`src/rtl/mem_arbiter_pkg.sv`:
```
// Shared encodings and defaults for the memory arbiter slice.
package mem_arbiter_pkg;

  localparam int ADDR_W_DEF = 32;
  localparam int DATA_W_DEF = 32;

  typedef enum logic [1:0] {
    ST_IDLE  = 2'd0,
    ST_FETCH = 2'd1,
    ST_LOAD  = 2'd2,
    ST_STORE = 2'd3
  } arb_state_t;

  localparam logic [2:0]  LEN_B    = 3'd1;
  localparam logic [2:0]  LEN_H    = 3'd2;
  localparam logic [2:0]  LEN_W    = 3'd4;
  localparam logic [31:0] ZeroWord = 32'h0000_0000;

endpackage

```
`src/rtl/mem_store_buf.sv`:
```
// One-entry posted store buffer with word-address hazard compare.
// Only instantiated when STORE_BUF_EN is defined.
module mem_store_buf
  import mem_arbiter_pkg::*;
#(
  parameter int ADDR_W = ADDR_W_DEF,
  parameter int DATA_W = DATA_W_DEF
) (
  input  logic              clk,
  input  logic              rst,
  input  logic              i_en,
  input  logic              i_push,
  input  logic              i_pop,
  input  logic [ADDR_W-1:0] i_addr,
  input  logic [2:0]        i_len,
  input  logic [DATA_W-1:0] i_data,
  input  logic [ADDR_W-3:0] i_ld_word,
  output logic              o_accept,
  output logic              o_valid,
  output logic              o_hit,
  output logic [ADDR_W-1:0] o_addr,
  output logic [2:0]        o_len,
  output logic [DATA_W-1:0] o_data
);

  logic              r_valid;
  logic [ADDR_W-1:0] r_addr;
  logic [2:0]        r_len;
  logic [DATA_W-1:0] r_data;

  assign o_accept = i_push && !r_valid;
  assign o_valid  = r_valid;
  assign o_hit    = r_valid && (r_addr[ADDR_W-1:2] == i_ld_word);
  assign o_addr   = r_addr;
  assign o_len    = r_len;
  assign o_data   = r_data;

  // Entry capture on accept, release when the drain write completes.
  always_ff @(posedge clk or negedge rst) begin
    if (!rst) begin
      r_valid <= 1'b0;
      r_addr  <= '0;
      r_len   <= 3'd0;
      r_data  <= '0;
    end else if (i_en) begin
      if (o_accept) begin
        r_valid <= 1'b1;
        r_addr  <= i_addr;
        r_len   <= i_len;
        r_data  <= i_data;
      end else if (i_pop) begin
        r_valid <= 1'b0;
      end
    end
  end

endmodule

```
`src/rtl/mem_arbiter.sv`:
```
// Arbitrates fetch, load and store traffic onto one byte-serial memory controller.
// Define STORE_BUF_EN to post stores through a one-entry buffer (mem_store_buf).
module mem_arbiter
  import mem_arbiter_pkg::*;
#(
  parameter int ADDR_W     = ADDR_W_DEF,
  parameter int DATA_W     = DATA_W_DEF,
  parameter int STARVE_MAX = 4
) (
  input  logic              clk,
  input  logic              rst,
  input  logic              rdy,
  input  logic              flush,
  input  logic              if_req,
  input  logic [ADDR_W-1:0] if_addr,
  output logic              if_ack,
  output logic [DATA_W-1:0] if_data,
  input  logic              ld_req,
  input  logic [ADDR_W-1:0] ld_addr,
  input  logic [2:0]        ld_len,
  output logic              ld_ack,
  output logic [DATA_W-1:0] ld_data,
  input  logic              st_req,
  input  logic [ADDR_W-1:0] st_addr,
  input  logic [2:0]        st_len,
  input  logic [DATA_W-1:0] st_data,
  output logic              st_ack,
  output logic              mc_valid,
  output logic              mc_write,
  output logic [ADDR_W-1:0] mc_addr,
  output logic [2:0]        mc_len,
  output logic [DATA_W-1:0] mc_wdata,
  input  logic              mc_done,
  input  logic [DATA_W-1:0] mc_rdata
);

  localparam int SW = $clog2(STARVE_MAX + 1);
  localparam logic [SW-1:0] STARVE_LIM = SW'(STARVE_MAX);

  arb_state_t        r_state;
  logic [SW-1:0]     r_starve;
  logic              r_discard;
  arb_state_t        w_grant;
  logic              w_if_cand;
  logic              w_ld_cand;
  logic              w_st_pend;
  logic [ADDR_W-1:0] w_st_addr;
  logic [2:0]        w_st_len;
  logic [DATA_W-1:0] w_st_wdata;
  logic              w_ld_block;
  logic              w_st_ack_set;

  function automatic logic [DATA_W-1:0] mask_load(input logic [DATA_W-1:0] d,
                                                   input logic [2:0] len);
    logic [DATA_W-1:0] m;
    case (len)
      LEN_B:   m = DATA_W'(32'h0000_00FF);
      LEN_H:   m = DATA_W'(32'h0000_FFFF);
      default: m = '1;
    endcase
    return d & m;
  endfunction

`ifdef STORE_BUF_EN
  mem_store_buf #(.ADDR_W(ADDR_W), .DATA_W(DATA_W)) u_store_buf (
    .clk       (clk),
    .rst       (rst),
    .i_en      (rdy),
    .i_push    (st_req && !st_ack),
    .i_pop     ((r_state == ST_STORE) && mc_done),
    .i_addr    (st_addr),
    .i_len     (st_len),
    .i_data    (st_data),
    .i_ld_word (ld_addr[ADDR_W-1:2]),
    .o_accept  (w_st_ack_set),
    .o_valid   (w_st_pend),
    .o_hit     (w_ld_block),
    .o_addr    (w_st_addr),
    .o_len     (w_st_len),
    .o_data    (w_st_wdata)
  );
`else
  assign w_st_pend    = st_req && !st_ack;
  assign w_st_addr    = st_addr;
  assign w_st_len     = st_len;
  assign w_st_wdata   = st_data;
  assign w_ld_block   = 1'b0;
  assign w_st_ack_set = (r_state == ST_STORE) && mc_done;
`endif

  // A requester whose ack is high this cycle is still holding a satisfied request.
  assign w_if_cand = if_req && !if_ack && !flush;
  assign w_ld_cand = ld_req && !ld_ack && !flush && !w_ld_block;

  // Grant selection, only meaningful while idle.
  always_comb begin
    w_grant = ST_IDLE;
    if (r_state == ST_IDLE) begin
      if (w_if_cand && (r_starve == STARVE_LIM)) w_grant = ST_FETCH;
      else if (w_st_pend)                        w_grant = ST_STORE;
      else if (w_ld_cand)                        w_grant = ST_LOAD;
      else if (w_if_cand)                        w_grant = ST_FETCH;
      else                                       w_grant = ST_IDLE;
    end else begin
      w_grant = ST_IDLE;
    end
  end

  // Transaction sequencing, starvation tracking and registered outputs.
  always_ff @(posedge clk or negedge rst) begin
    if (!rst) begin
      r_state   <= ST_IDLE;
      r_starve  <= '0;
      r_discard <= 1'b0;
      if_ack    <= 1'b0;
      if_data   <= '0;
      ld_ack    <= 1'b0;
      ld_data   <= '0;
      st_ack    <= 1'b0;
      mc_valid  <= 1'b0;
      mc_write  <= 1'b0;
      mc_addr   <= '0;
      mc_len    <= 3'd0;
      mc_wdata  <= '0;
    end else if (rdy) begin
      if_ack <= 1'b0;
      ld_ack <= 1'b0;
      st_ack <= w_st_ack_set;
      if (!if_req || (w_grant == ST_FETCH)) begin
        r_starve <= '0;
      end else if (((w_grant == ST_STORE) || (w_grant == ST_LOAD)) && (r_starve != STARVE_LIM)) begin
        r_starve <= r_starve + SW'(1);
      end
      case (r_state)
        ST_IDLE: begin
          r_state <= w_grant;
          case (w_grant)
            ST_FETCH: begin
              mc_valid <= 1'b1;
              mc_write <= 1'b0;
              mc_addr  <= if_addr;
              mc_len   <= LEN_W;
              mc_wdata <= DATA_W'(ZeroWord);
            end
            ST_LOAD: begin
              mc_valid <= 1'b1;
              mc_write <= 1'b0;
              mc_addr  <= ld_addr;
              mc_len   <= ld_len;
              mc_wdata <= DATA_W'(ZeroWord);
            end
            ST_STORE: begin
              mc_valid <= 1'b1;
              mc_write <= 1'b1;
              mc_addr  <= w_st_addr;
              mc_len   <= w_st_len;
              mc_wdata <= w_st_wdata;
            end
            default: ;
          endcase
        end
        ST_FETCH, ST_LOAD: begin
          if (mc_done) begin
            r_state   <= ST_IDLE;
            mc_valid  <= 1'b0;
            r_discard <= 1'b0;
            // A flush arriving with mc_done discards the result just like an earlier one.
            if (!(r_discard || flush)) begin
              if (r_state == ST_FETCH) begin
                if_ack  <= 1'b1;
                if_data <= mc_rdata;
              end else begin
                ld_ack  <= 1'b1;
                ld_data <= mask_load(mc_rdata, mc_len);
              end
            end
          end else if (flush) begin
            r_discard <= 1'b1;
          end
        end
        ST_STORE: begin
          if (mc_done) begin
            r_state  <= ST_IDLE;
            mc_valid <= 1'b0;
            mc_write <= 1'b0;
          end
        end
        default: r_state <= ST_IDLE;
      endcase
    end
  end

endmodule

```
`config.mk`:
```
export PLATFORM = sky130hd
export DESIGN_NAME = mem_arbiter
export DESIGN_NICKNAME = d
export VERILOG_FILES = /design/src/rtl/mem_arbiter_pkg.sv /design/src/rtl/mem_store_buf.sv /design/src/rtl/mem_arbiter.sv
export SDC_FILE = /design/constraint.sdc
export NUM_CORES = 1
export LEC_CHECK = 0
export ABC_AREA = 1
export CAP_MARGIN = 20
export CORE_AREA = 10 10 162 126
export CTS_BUF_LIST = sky130_fd_sc_hd__clkbuf_16
export DETAILED_ROUTE_END_ITERATION = 6
export DIE_AREA = 0 0 172 136
export PLACE_DENSITY = 0.75
export SLEW_MARGIN = 10
export SYNTH_ARGS = -nofsm -noshare
export SYNTH_HDL_FRONTEND = slang
export SYNTH_SLANG_ARGS = --single-unit
```
`constraint.sdc`:
```
create_clock -name clk -period 2.04 [get_ports clk]
set_clock_uncertainty 0.05 [all_clocks]
set_input_delay 0.408 -clock clk [delete_from_list [all_inputs] [get_ports clk]]
set_output_delay 0.408 -clock clk [all_outputs]
set_load 0.1 [all_outputs]
```
==> results of run 1 <==
## cell families (layout without fill, tap and decap cells)
group,after synthesis,after routing
simple gates,380,380
flops,142,142
compound gates,98,98
buf+inv,95,449
fa+ha+maj,10,10
xor+xnor,1,1
other cells,0,1
## metal layers
metal  vias to the layer above  global-route usage [%]  wire [um]
met5                         -                       0          0
met4                         0                   6.928        420
met3                        28                   8.403       2565
met2                       263                   32.46      11790
met1                      3119                   24.18       9824
li1                       3025                       -          -
## metrics by stage
| stage | setup WS [ns] | instance area, sq um |
|---|---|---|
| final | 0.05080 | 10720 |
| after detailed placement | -0.5117 | 9625 |
| after floorplan | -0.02880 | 6302 |
| after CTS | 0.0004494 | 10610 |
| after global placement | -0.4138 | 9625 |
| after global routing | -0.05332 | 10720 |
## final cells by class
cell class	count	area share [%]
Multi-Input combinational cell	489	23.49
Inverter	53	1.902
Sequential cell	142	33.25
Clock buffer	17	3.968
Tap cell	220	2.567
Antenna cell	1	0.02334
Timing Repair Buffer	364	32.93
Clock inverter	15	1.867
## flip-flops by register name (all words and copies together), names as in the netlist
signal / cells
mc_write: 1
mc_wdata: 32
r_discard: 1
r_state: 2
mc_valid: 1
r_starve: 3
mc_len: 3
mc_addr: 32
ld_ack: 1
st_ack: 1
if_data: 32
if_ack: 1
ld_data: 32
## cell usage in the layout, fill, tap and decap left out, types with 3 or more instances in the layout
master           count
o21ai_1             25
nand2_4              3
inv_2                5
nand2_2              4
nand2_1            288
buf_4              161
ha_4                 4
a41oi_2             14
a41oi_1             18
buf_6                4
dfrtp_1            139
inv_6                7
inv_1               46
nor2_1              35
buf_16               4
buf_12              21
nand3_4              3
clkbuf_16           17
clkdlybuf4s50_1    172
nor2_4               3
o21ai_0             37
bufinv_16            3
dfrtp_4              3
ha_1                 4
nand3_1             39
## worst min path at each step
stage,to,cells after the start
global route,mc_wdata[7],2
CTS,ld_data[9],2
detailed placement,ld_data[6],1
floorplan,if_data[0],0
finish,mc_wdata[18],2
global placement,ld_data[6],1
## tightest hold or removal path, stage by stage (launching register included)
cell and delay [ns]:
dfrtp_1 0.34, nand2_1 0.06, nand2_1 0.05
## what timing repair did
action | in CTS | in global routing
pin swaps | 6 | 9
hold buffers | 1 | 0
resized for setup | 35 | 27
endpoints found under the setup margin | 66 | 72
buffers inserted | 7 | 3
cloned | 5 | 0
hold endpoints to repair | 37 | 0
==> results.yml, run 1 <==
yosys:
  yosys-mux-area-fraction_pct: 0
  syn_area_per_cell_sq_um: 8.639
  ys_warn_count: 0
  yosys.area.top_type_share_pct: 56.65
  synth_compound_area_share_pct: 9.814
  yosysMostFrequentCell: "nand2_1"
  synth.top_cells.by_count: "293 x nand2_1, 142 x dfrtp_1, 53 x inv_1"
  synth-main-ff-cell: "dfrtp_1"
  yosysSeqAreaShare_pct: 56.65
  synthArstFlopShare_pct: 100.0
  synth_cell_types: 21
  synth_top_family_by_area: "simple AND/OR/NAND/NOR gates"
  yosysTopAreaCell: "dfrtp_1"
  synth_edf_count: 0
  ys_ff_latch: 142
  synth_area_leaders: "dfrtp_1 57%, nand2_1 18%, a41oi_1 4.5%"
  synth_nets: 910
  netlist_area_sq_um: 6272
  synth_fa_ha_area_share_pct: 1.995
  synth_xor_area_share_pct: 0.1396
  synth-simple-area-share_pct: 24.12
  syn-instance-count: 726
place:
  portBuffers: 309
  hpwl_um: 17980
  place_congestion: 0.8449
  dpl.cell_count: 1255
setup_path:
  worst-path-buf-inv: 4
  ff2ff_setup_slack_ns: 0.06
  crit_arrival_ns: 2.27
  crit_path_end_kind: "flop"
  critPathSlowestCell: "clkdlybuf4s50_1"
  r2r_cells: 10
  crit_family: "buffers and inverters"
  crit_path_start: "if_req"
  path_cells: "clkdlybuf4s50_1 > inv_1 > nor2_2 > nand3_2 > nand3_4 > nand2_4 > ha_4 > nor2_4 > buf_12 > buf_12 > nand2_4 > a41oi_2"
  cpPeakStageDelay_ns: 0.45
  cp.depth: 12
  endpoint: "mc_addr[8]"
  reg2reg_to: "mc_addr[8]"
  regToRegStartpoint: "if_ack"
  critPathKind: "input port to flop"
  critical_path_required_ns: 2.32
  critPathMaxFanout: 8
  crit_path_start_kind: "input port"
clock_network:
  cts-root-buf: "clkbuf_16"
  cts.sinks: 142
  cts_buffer_depth: 2
  cts_tree: "yes"
  worstSkewPairLatency_ns: 0.41
  cts_max_level: 4
  clkTransAtPathRegs_ns: 0.07
  cts_inserted_buffers: 17
grt:
  grt_usage_pct: 20.29
  grt_pass1_vias: 6579
  grt_max_degree: 65
  globalRouteOverflowTotal: 0
  grt_pass1_wl_um: 36830
  antenna_found_initial: 1
routing:
  firstDrtPassIters: 4
  first_iter_violations: 658
  routed_wl_um: 24600
  avgRoutedWirePerCell_um: 18.91
  vias: 6435
  vias_per_cell: 4.946
  drc: 0
  detail-route-antenna-nets: 0
timing:
  maxSlewHeadroom_pct: 72.09
  fmax_ghz: 0.5027
  report.final.hold_viol_count: 0
  setup_violations: 0
  slew_violations: 0
  tns_ns: 0
  post-route-period-util_pct: 97.51
  rsz0062_at_grt: "yes"
  min_period_ns: 1.989
  timing.hold.ws_ns: 0.4322
  tightest_slew_ns: 0.4143
layout:
  nets: 1251
  area_growth_pct: 70.94
  seq_area_sq_um: 3565
  final_cells: 1301
  layout-drive-gt1-share_pct: 25.19
  post-route-util_pct: 61.83
  multiInputGateArea_sq_um: 2519
  fillerInstances: 1459
floorplan:
  dieArea_sq_um: 23390
  start_util_pct: 36.17
  die_w_um: 172
  pin_count: 310
  die_h_um: 136
  num_rows: 42
  coreArea_sq_um: 17340
min_path:
  min_path_type: "flop to flop"
  holdCritStartpoint: "mc_wdata[18]"
run_status:
  status: "complete, no violations"
job:
  cap_violations: 0
Power of run 1 is left out: the tool's default activity adds up to more than one toggle a clock period on the data nets, which glitch-free logic cannot reach.
==> inputs of run 2 (changes only) <==
- CORE_AREA: 10 10 162 126 -> 2 2 154 118
- DIE_AREA: 0 0 172 136 -> 0 0 156 120
==> results.yml, run 2 (synthesized netlist as in run 1, its figures left out) <==
clock_network:
  worstSkewPairLatency_ns: 0.41
  cts_inserted_buffers: 17
  cts.sinks: 142
  clkTransAtPathRegs_ns: 0.06
  cts_tree: "yes"
  cts-root-buf: "clkbuf_16"
  cts_max_level: 4
  cts_buffer_depth: 2
setup_path:
  critPathMaxFanout: 8
  critPathKind: "flop to flop"
  critPathSlowestCell: "dfrtp_1"
  reg2reg_to: "mc_wdata[16]"
  ff2ff_setup_slack_ns: -0.1
  crit_path_end_kind: "flop"
  critical_path_required_ns: 2.30
  r2r_cells: 14
  crit_family: "buffers and inverters"
  path_cells: "inv_2 > ha_4 > nand2_4 > inv_4 > nand3_4 > nand3_4 > nand2_4 > ha_4 > nor2_4 > buf_12 > clkinvlp_4 > clkbuf_16 > nand2_2 > nand2_1"
  cpPeakStageDelay_ns: 0.39
  worst-path-buf-inv: 5
  crit_arrival_ns: 2.39
  regToRegStartpoint: "r_starve[0]"
  crit_path_start_kind: "flop"
layout:
  post-route-util_pct: 64.12
  layout-drive-gt1-share_pct: 30.59
  final_common_cell: "nand2_1"
  layout_common_cells: "254 x nand2_1, 172 x clkdlybuf4s50_1, 165 x buf_4"
  diodes: 0
  nets: 1266
  area_growth_pct: 76.74
floorplan:
  coreArea_sq_um: 17290
  die_h_um: 120
  start_util_pct: 36.28
  num_rows: 42
  dieArea_sq_um: 18720
  pin_count: 310
  die_w_um: 156
job:
  cap_violations: 0
timing:
  rsz0062_at_grt: "yes"
  setup_violations: 43
  tightest_slew_ns: 0.4259
  min_period_ns: 2.135
  slew_violations: 0
  maxSlewHeadroom_pct: 71.31
  post-route-period-util_pct: 104.7
  setup_ws_ns: -0.09534
  report.final.hold_viol_count: 0
  fmax_ghz: 0.4683
  timing.hold.ws_ns: 0.4335
min_path:
  whs_path_depth: 2
  min_path_type: "flop to flop"
  holdCritStartpoint: "ld_data[29]"
  holdPathEnd: "ld_data[29]"
routing:
  drc: 0
  first_iter_violations: 352
  vias_per_cell: 4.884
  detail-route-antenna-nets: 0
  routed_wl_um: 22300
  vias: 6423
  firstDrtPassIters: 6
  avgRoutedWirePerCell_um: 16.96
grt:
  grt_pass1_vias: 6211
  grt_usage_pct: 22.21
  globalRouteOverflowTotal: 0
  grt_max_degree: 53
  grt_pass1_wl_um: 32290
  antenna_found_initial: 0
run_status:
  status: "complete, but fails checks"
  violations: "setup timing"
place:
  place_congestion: 0.8580
  portBuffers: 309
  hpwl_um: 14960
## run 2: cell types whose count changed in the layout (fill, tap and decap cells not counted), moves of 3 or more
| cell | delta |
|---|---|
| clkbuf_16 | +8 |
| nand2_1 | -34 |
| nand2_2 | +33 |
| nor2_1 | -13 |
| nor2_2 | +5 |
| clkinvlp_4 | +3 |
| buf_4 | +4 |
| nor2_4 | +8 |
| buf_6 | +5 |
## run 2: layout make-up
class	count	area (sq um)
flip-flops and latches	142	3565
clock inverters	15	158.9
clock buffers	17	425.4
inverters	53	212.7
well taps	220	275.3
multi-input cells	489	2686
fillers	1426	6203
repair buffers	379	3762
## run 2: metrics by stage
stage                     setup TNS, ns  cells  worst slack (ns)  area, sq um
after floorplan                 -0.8071    726          -0.02880         6302
after global placement           -26.15   1254           -0.4056         9618
after detailed placement         -31.55   1254           -0.4946         9618
after CTS                      -0.07500   1299          -0.01531        10410
after global routing             -8.588   1315           -0.1897        11090
final                            -2.525   1315          -0.09534        11090
## run 2: routing by layer
metal | vias up | wire [um] | track usage (%)
li1 | 3060 | - | -
met1 | 3062 | 9263 | 27.26
met2 | 274 | 10720 | 37.64
met3 | 27 | 1920 | 7.909
met4 | 0 | 400 | 5.046
met5 | - | 0 | 0
## run 2: worst max-delay path by stage
stage          depth (start not counted)      endpoint         from
2_1_floorplan                         10   mc_addr[10]       ld_ack
3_3_place_gp                          13  mc_wdata[27]       if_req
3_5_place_dp                          13  mc_wdata[30]       if_req
4_1_cts                               14   mc_wdata[1]  r_starve[0]
5_1_grt                               14  mc_wdata[16]  r_starve[0]
6_report                              14  mc_wdata[16]  r_starve[0]
## run 2: tightest hold or removal path: stages, from the launching register on
cell and delay, ns:
dfrtp_1 0.34, nand2_1 0.05, nand2_1 0.05
## run 2: repair_timing
item,in CTS,in global routing
pin swaps,3,20
endpoints found under the setup margin,69,71
cloned,2,9
buffers inserted,10,8
hold buffers,1,0
gates resized for setup,15,108
hold endpoints to repair,41,0
Power of run 2 is left out for the same reason.
==> inputs of run 3 (changes only) <==
- SKIP_CTS_REPAIR_TIMING: not set -> 1
==> results.yml, run 3 (synthesized netlist as in run 1, its figures left out) <==
run_status:
  status: "complete, but fails checks"
  violations: "setup timing"
place:
  portBuffers: 309
  dpl.cell_count: 1254
  place_congestion: 0.8580
  hpwl_um: 14960
routing:
  avgRoutedWirePerCell_um: 16.57
  vias: 6292
  detail-route-antenna-nets: 0
  firstDrtPassIters: 4
  routed_wl_um: 21590
  vias_per_cell: 4.829
  drc: 0
  first_iter_violations: 387
clock_network:
  cts.sinks: 142
  cts_buffer_depth: 2
  cts-root-buf: "clkbuf_16"
  cts_inserted_buffers: 17
  worstSkewPairLatency_ns: 0.41
  clkTransAtPathRegs_ns: 0.07
  cts_max_level: 4
  cts_tree: "yes"
timing:
  setup_violations: 1
  min_period_ns: 2.046
  tightest_slew_ns: 0.4753
  slew_violations: 0
  post-route-period-util_pct: 100.3
  maxSlewHeadroom_pct: 67.98
  report.final.hold_viol_count: 0
  fmax_ghz: 0.4887
  rsz0062_at_grt: "yes"
  setup_ws_ns: -0.006264
setup_path:
  crit_path_start_kind: "flop"
  reg2reg_to: "mc_addr[29]"
  ff2ff_setup_slack_ns: -0.006
  crit_path_end_kind: "flop"
  critPathKind: "flop to flop"
  regToRegStartpoint: "r_starve[0]"
  r2r_cells: 13
  crit_arrival_ns: 2.33
  critPathMaxFanout: 8
  critical_path_required_ns: 2.32
grt:
  grt_pass1_wl_um: 31400
  grt_max_degree: 53
  globalRouteOverflowTotal: 0
  grt_pass1_vias: 6093
  grt_usage_pct: 21.50
  antenna_found_initial: 0
floorplan:
  die_w_um: 156
  pin_count: 310
  die_h_um: 120
  coreArea_sq_um: 17290
  num_rows: 42
  start_util_pct: 36.28
  dieArea_sq_um: 18720
job:
  cap_violations: 0
min_path:
  min_path_type: "flop to flop"
  holdPathEnd: "ld_data[30]"
  whs_path_depth: 2
  holdCritStartpoint: "ld_data[30]"
layout:
  final_cells: 1303
  fillerInstances: 1456
  seq_area_sq_um: 3565
  diodes: 0
  multiInputGateArea_sq_um: 2582
  final_common_cell: "nand2_1"
  area_growth_pct: 71.41
  layout-drive-gt1-share_pct: 26.41
  nets: 1254
  layout_common_cells: "280 x nand2_1, 172 x clkdlybuf4s50_1, 165 x buf_4"
[run 3: cell types whose count changed in the layout (fill, tap and decap cells not counted), moves of 6 or more]
cell / delta
nand2_2: -27
nand2_1: +26
nor2_1: +13
nor2_4: -7
nor2_2: -6
[run 3: worst max-delay path: stages (launching register included)]
cell and delay (ns):
dfrtp_1 0.39, inv_2 0.09, ha_4 0.14, nand2_4 0.05, inv_4 0.06, nand3_4 0.09, nand3_4 0.11, nand2_4 0.08
ha_4 0.20, nor2_4 0.19, buf_6 0.13, clkbuf_16 0.16, nand2_2 0.06, a41oi_2 0.17
[run 3: area by class of cell]
cell class              count  share of cell area [%]
flip-flops and latches    142                   33.15
repair buffers            367                   32.93
multi-input cells         489                   24.02
clock buffers              17                   3.957
well taps                 220                   2.560
inverters                  53                   1.897
clock inverters            15                   1.478
[run 3: how the worst max path moves through the flow]
stage | to | depth (start not counted) | startpoint
2_1_floorplan | mc_addr[10] | 10 | ld_ack
3_3_place_gp | mc_wdata[27] | 13 | if_req
3_5_place_dp | mc_wdata[30] | 13 | if_req
4_1_cts | mc_addr[29] | 11 | r_starve[0]
5_1_grt | mc_addr[4] | 13 | r_starve[0]
6_report | mc_addr[29] | 13 | r_starve[0]
[run 3: per-stage QoR]
step	hold WS, ns	area [sq um]	TNS, ns	setup slack [ns]	utilization, %
3_3_place_gp	0.3212	9618	-26.15	-0.4056	55.63
6_report	0.4347	10750	-0.006264	-0.006264	62.19
5_1_grt	0.4512	10750	-3.737	-0.1087	62.19
3_5_place_dp	0.3200	9618	-31.55	-0.4946	55.63
4_1_cts	-0.1233	10200	-5.560	-0.1208	59.01
2_1_floorplan	0.06241	6302	-0.8071	-0.02880	-
[run 3: layer usage]
layer	track usage, %	wire length, um
met3	7.584	1872
met4	4.759	283
met1	26.44	8999
met2	36.48	10430
met5	0	0
Power of run 3 is left out for the same reason.
